--- config.mk ---
export PLATFORM = sky130hd
export DESIGN_NAME = led_key_ctrl
export DESIGN_NICKNAME = d
export VERILOG_FILES = /design/src/rtl/led_key_ctrl.sv
export SDC_FILE = /design/constraint.sdc
export NUM_CORES = 1
export LEC_CHECK = 0
export ABC_AREA = 1
export CAP_MARGIN = 20
export CORE_ASPECT_RATIO = 1.1
export CORE_UTILIZATION = 30
export DETAILED_ROUTE_END_ITERATION = 8
export GPL_TIMING_DRIVEN = 1
export PLACE_DENSITY = 0.5
export SLEW_MARGIN = 30
export SYNTH_ARGS = -nofsm -noshare
export SYNTH_HDL_FRONTEND = slang
export SYNTH_SLANG_ARGS = --single-unit
--- constraint.sdc ---
create_clock -name clk_i -period 14.7 [get_ports clk_i]
set_clock_uncertainty 0.05 [all_clocks]
set_input_delay 2.94 -clock clk_i [delete_from_list [all_inputs] [get_ports clk_i]]
set_output_delay 2.94 -clock clk_i [all_outputs]
set_load 0.02 [all_outputs]
--- src/rtl/led_key_ctrl.sv ---
// Wishbone classic slave for the board LEDs, slide switches and push keys.
// Provides LED/heartbeat drive, synchronized switches, debounced keys and a sticky key-press IRQ.
module led_key_ctrl #(
    parameter int DEBOUNCE_CYCLES = 500000,
    parameter int TICK_MSB        = 30
) (
    input  logic        clk_i,
    input  logic        rst_i,
    input  logic        cyc_i,
    input  logic        stb_i,
    input  logic        we_i,
    input  logic [1:0]  adr_i,
    input  logic [3:0]  sel_i,
    input  logic [31:0] dat_i,
    output logic [31:0] dat_o,
    output logic        ack_o,
    input  logic [9:0]  sw_i,
    input  logic [3:0]  key_i,
    output logic [9:0]  led_o,
    output logic        irq_o
);

    localparam int CW = $clog2(DEBOUNCE_CYCLES);
    localparam logic [CW-1:0] CNT_LAST = CW'(DEBOUNCE_CYCLES - 1);

    typedef enum logic [1:0] {
        ADR_LED    = 2'd0,
        ADR_CTRL   = 2'd1,
        ADR_STATUS = 2'd2,
        ADR_KEYEVT = 2'd3
    } adr_e;

    logic [9:0]        r_led;
    logic              r_mode;
    logic              r_irqen;
    logic [3:0]        r_keyevt;
    logic [TICK_MSB:0] r_tick;
    logic [9:0]        r_sw_meta;
    logic [9:0]        r_sw_sync;
    logic [3:0]        r_key_meta;
    logic [3:0]        r_key_sync;
    logic [3:0]        r_key_db;
    logic [CW-1:0]     r_db_cnt [4];

    logic              w_req;
    logic              w_wr;
    logic [31:0]       w_rdata;
    logic [3:0]        w_clr;
    logic [3:0]        w_press;
    logic              w_unused;

    // A held strobe is only accepted while ack_o is low, so acks never come back to back.
    assign w_req    = cyc_i & stb_i & ~ack_o;
    assign w_wr     = w_req & we_i;
    assign w_clr    = (w_wr && adr_e'(adr_i) == ADR_KEYEVT && sel_i[0]) ? dat_i[3:0] : 4'b0000;
    assign w_unused = &{1'b0, dat_i[31:10], sel_i[3:2]};

    // NOTE: every output of a combinational block gets a default first, otherwise a latch is inferred.
    always_comb begin
        w_rdata = '0;
        case (adr_e'(adr_i))
            ADR_LED:    w_rdata[9:0] = r_led;
            ADR_CTRL:   w_rdata[1:0] = {r_irqen, r_mode};
            ADR_STATUS: begin
                w_rdata[9:0]   = r_sw_sync;
                w_rdata[19:16] = ~r_key_db;
            end
            ADR_KEYEVT: w_rdata[3:0] = r_keyevt;
            default:    w_rdata = '0;
        endcase
    end

    // A press is the debounced state accepting a synchronized low while it was released.
    always_comb begin
        w_press = '0;
        for (int n = 0; n < 4; n++) begin
            w_press[n] = r_key_db[n] & ~r_key_sync[n] & (r_db_cnt[n] == CNT_LAST);
        end
    end

    // NOTE: clocked state uses non-blocking assignments so every flop samples pre-edge values.
    always_ff @(posedge clk_i or posedge rst_i) begin
        if (rst_i) begin
            ack_o   <= 1'b0;
            dat_o   <= '0;
            r_led   <= '0;
            r_mode  <= 1'b0;
            r_irqen <= 1'b0;
        end else begin
            ack_o <= w_req;
            dat_o <= w_req ? w_rdata : '0;
            if (w_wr) begin
                case (adr_e'(adr_i))
                    ADR_LED: begin
                        if (sel_i[0]) r_led[7:0] <= dat_i[7:0];
                        if (sel_i[1]) r_led[9:8] <= dat_i[9:8];
                    end
                    ADR_CTRL: begin
                        if (sel_i[0]) {r_irqen, r_mode} <= dat_i[1:0];
                    end
                    default: ;
                endcase
            end
        end
    end

    always_ff @(posedge clk_i or posedge rst_i) begin
        if (rst_i) begin
            r_keyevt <= '0;
            irq_o    <= 1'b0;
            r_tick   <= '0;
            led_o    <= '0;
        end else begin
            // A press arriving on the clear edge survives the clear.
            r_keyevt <= (r_keyevt & ~w_clr) | w_press;
            irq_o    <= r_irqen & (|r_keyevt);
            r_tick   <= r_tick + {{TICK_MSB{1'b0}}, 1'b1};
            led_o    <= r_mode ? r_tick[TICK_MSB -: 10] : r_led;
        end
    end

    // NOTE: the debounce counters are ordinary flops, not a RAM, so they are reset with everything else.
    always_ff @(posedge clk_i or posedge rst_i) begin
        if (rst_i) begin
            r_sw_meta  <= '0;
            r_sw_sync  <= '0;
            r_key_meta <= '1;
            r_key_sync <= '1;
            r_key_db   <= '1;
            for (int n = 0; n < 4; n++) begin
                r_db_cnt[n] <= '0;
            end
        end else begin
            r_sw_meta  <= sw_i;
            r_sw_sync  <= r_sw_meta;
            r_key_meta <= key_i;
            r_key_sync <= r_key_meta;
            for (int n = 0; n < 4; n++) begin
                if (r_key_sync[n] == r_key_db[n]) begin
                    r_db_cnt[n] <= '0;
                end else if (r_db_cnt[n] == CNT_LAST) begin
                    r_key_db[n] <= r_key_sync[n];
                    r_db_cnt[n] <= '0;
                end else begin
                    r_db_cnt[n] <= r_db_cnt[n] + 1'b1;
                end
            end
        end
    end

endmodule

==> flow_summary_export.csv <==
group,metric,value,unit
detailed_routing,wl,20400,µm
logic_synthesis,synth.avg_cell_area,8.10,µm²
logic_synthesis,synth_most_common_cell,"nand2_1",
clocking,post_cts_resized,0,
setup_path,worst-r2r-cell-count,5,
clocking,cts_setup_buffers,0,
clocking,cts_tree,"yes",
cells_and_area,drive_above_1_share,0.0919,
timing,min_period,4.79,ns
run,drv_cap,0,
logic_synthesis,synth_area,8940,µm²
timing,grt_setup_unrepaired,"false",
global_route,grtUsageTotal,0.143,
global_route,grt_max_degree,107,
floorplanning,die-area,30500,µm²
logic_synthesis,yosysWarningCount,0,
detailed_routing,num_vias,6851,
pwr,swShare,0.244,
pwr,p_seq_frac,0.470,
place,gp_congestion,0.906,
setup_path,worstSetupStartpointType,"input port",
timing,max_slew.worst_pin.slew,0.732,ns
worst_hold_path,hold_path.class,"register to register",
pwr,clock_power_share,0.455,
floorplanning,die_x,167,µm
logic_synthesis,ys_top_cells_by_area,"dfrtp_1 47%, nand2_1 11%, nor2_1 9.4%, inv_1 4.7%, dfstp_2 3.5%",
detailed_routing,via_per_inst,4.41,
floorplanning,core_area,29000,µm²
pwr,p_int,862,µW
timing,setup_viol,0,
detailed_routing,drtIter0Drc,418,
setup_path,r2r_start,"ack_o$_DFF_PP0_",
logic_synthesis,synth-edff-count,0,
logic_synthesis,synth_top_cell_area_share,0.473,
detailed_routing,drc_errors,2,
place,hpwl,15200,µm
logic_synthesis,yosysTopAreaCell,"dfrtp_1",
clocking,clock-sinks,181,
cells_and_area,synthToLayoutAreaGrowth,18.3,%
clocking,cts_root_buffer,"clkbuf_16",
cells_and_area,num-nets-final,1239,
floorplanning,num_rows,65,
clocking,h-tree-depth,4,
detailed_routing,first_pass_iters,9,
setup_path,crit_fanout,16,
logic_synthesis,ys_seq_area_frac,0.508,
pwr,leakagePower,0.00465,µW
floorplanning,io_pins,101,
setup_path,criticalPathCategory,"input port to register",
setup_path,worstReg2RegEnd,"r_led[6]$_DFFE_PP0P_",
detailed_routing,wl_per_cell,13.1,µm
pwr,comb_power_share,0.075,
setup_path,cp.arrival,5.04,ns
logic_synthesis,ys_async_sr_fraction,1.00,
pwr,powerDensity,108,nW/µm²
setup_path,crit_end,"r_led[6]$_DFFE_PP0P_",
timing,finalHoldViolCount,0,
pwr,ir_worst_vdd,0.0000732,V
outcome,violations,"DRC",
cells_and_area,diodes,0,
pwr,switching_power,278,µW
clocking,numCtsBuffers,17,
setup_path,crit_required,14.96,ns
logic_synthesis,synth.distinct_cells,41,
floorplanning,initial_utilization,0.309,
timing,relSlewSlack,0.511,
logic_synthesis,ys_ff_latch,181,
global_route,grt_first_pass_wirelength,34100,µm
setup_path,r2r_slack,12.36,ns
logic_synthesis,syn_inst,1103,
global_route,overflow,0,
setup_path,crit_start,"cyc_i",
clocking,cts-hold-fix-buffers,0,
logic_synthesis,yosys-top-cells-count,"267 x nand2_1, 224 x nor2_1, 169 x dfrtp_1, 112 x inv_1, 54 x nand3_1",
timing,period_share,0.326,
floorplanning,die_h,183,µm
global_route,antenna_found_initial,0,
place,numPlacedInstances,1522,
timing,fin_tns_setup,0,ns
cells_and_area,fin_cells,1554,
setup_path,end_kind,"register",
clocking,path_clk_slew,0.07,ns
global_route,grt_pass1_vias,6813,
outcome,status,"finished with violations",
place,numPortBuffers,58,
clocking,clock_latency,0.44,ns
timing,maxSlewViolCount,0,
detailed_routing,ant_nets,0,
logic_synthesis,synthFlopType,"dfrtp_1",
timing,max_freq,209,MHz
clocking,clk_path_buf_depth,2,
## flip-flops by register name (all words and copies together) (netlist names), 4 cells and up
register / count
r_db_cnt: 76
r_tick: 31
dat_o: 14
led_o: 10
r_led: 10
r_sw_meta: 10
r_sw_sync: 10
r_key_db: 4
r_key_meta: 4
r_key_sync: 4
r_keyevt: 4
## worst min path at each step
stage | start | end | slack (ns) | cells past startpoint
floorplan | r_sw_meta[0]$_DFF_PP0_ | r_sw_sync[0]$_DFF_PP0_ | 0.28 | 0
global route | r_sw_meta[8]$_DFF_PP0_ | r_sw_sync[8]$_DFF_PP0_ | 0.31 | 0
CTS | r_sw_meta[0]$_DFF_PP0_ | r_sw_sync[0]$_DFF_PP0_ | 0.29 | 0
detailed placement | r_sw_meta[0]$_DFF_PP0_ | r_sw_sync[0]$_DFF_PP0_ | 0.28 | 0
global placement | r_sw_meta[7]$_DFF_PP0_ | r_sw_sync[7]$_DFF_PP0_ | 0.28 | 0
finish | r_sw_meta[0]$_DFF_PP0_ | r_sw_sync[0]$_DFF_PP0_ | 0.29 | 0
## cell usage in the layout (no fill, tap or decap), types with 9 or more instances in the layout
| cell type | count |
|---|---|
| a21oi_1 | 20 |
| clkbuf_16 | 17 |
| clkdlybuf4s50_1 | 58 |
| conb_1 | 18 |
| dfrtp_1 | 169 |
| dfstp_2 | 12 |
| ha_1 | 9 |
| inv_1 | 111 |
| nand2_1 | 267 |
| nand2_2 | 14 |
| nand3_1 | 54 |
| nand3b_1 | 13 |
| nand4_1 | 23 |
| nor2_1 | 224 |
| nor2_2 | 22 |
| nor3_1 | 17 |
| o21ai_0 | 24 |
| xnor2_1 | 13 |
| xor2_1 | 35 |
## power groups by stage
stage	logic [µW]	clock network, µW	registers [µW]
after floorplan	41.6	0	551
after global placement	86.9	0	545
after detailed placement	87.6	0	546
after CTS	87.9	536	536
after global routing	95.2	557	539
final	85.7	519	536
## per-stage QoR
stage	power [µW]	hold slack (ns)	setup slack [ns]	utilization	instance area, µm²
2_1_floorplan	593	0.281	6.81	-	9000
3_3_place_gp	632	0.283	9.45	0.341	9890
3_5_place_dp	633	0.285	9.42	0.342	9910
4_1_cts	1160	0.294	9.91	0.365	10600
5_1_grt	1190	0.306	9.74	0.365	10600
6_report	1140	0.293	9.91	0.365	10600
## logic make-up (layout without fill, tap and decap cells)
group / after synthesis / in the layout / share of synthesized area
other: 1 / 18 / 0.000420
xor gates and xnor gates: 48 / 48 / 0.0470
buffers and inverters: 144 / 210 / 0.0689
DFF: 181 / 181 / 0.508
adders and majority gates: 9 / 9 / 0.0126
muxes: 1 / 1 / 0.00126
AOI/OAI and AO/OA: 59 / 59 / 0.0360
and+or+nand+nor: 660 / 660 / 0.325
## layer usage
metal  GRT usage  vias up  share of wire
li1            -     3543              -
met4      0.0515        0          0.017
met5           0        -              0
met3      0.0278       20          0.026
met1       0.187     3199           0.49
met2       0.234       89           0.47
## critical path, cell delays in order
cell	delay, ns
clkdlybuf4s50_1	0.45
nand3b_1	0.50
nor2_2	0.49
nand3_2	0.39
nor2_1	0.20
a21oi_1	0.06
## cell type report
class / instances / area [µm²]
Multi-Input combinational cell: 795 / 3840
Inverter: 118 / 450
Timing Repair Buffer: 60 / 608
Sequential cell: 181 / 4540
Clock buffer: 17 / 425
Clock inverter: 15 / 240
Tap cell: 368 / 460
Fill cell: 2986 / 18400
Power figures use the tool's default switching activity.
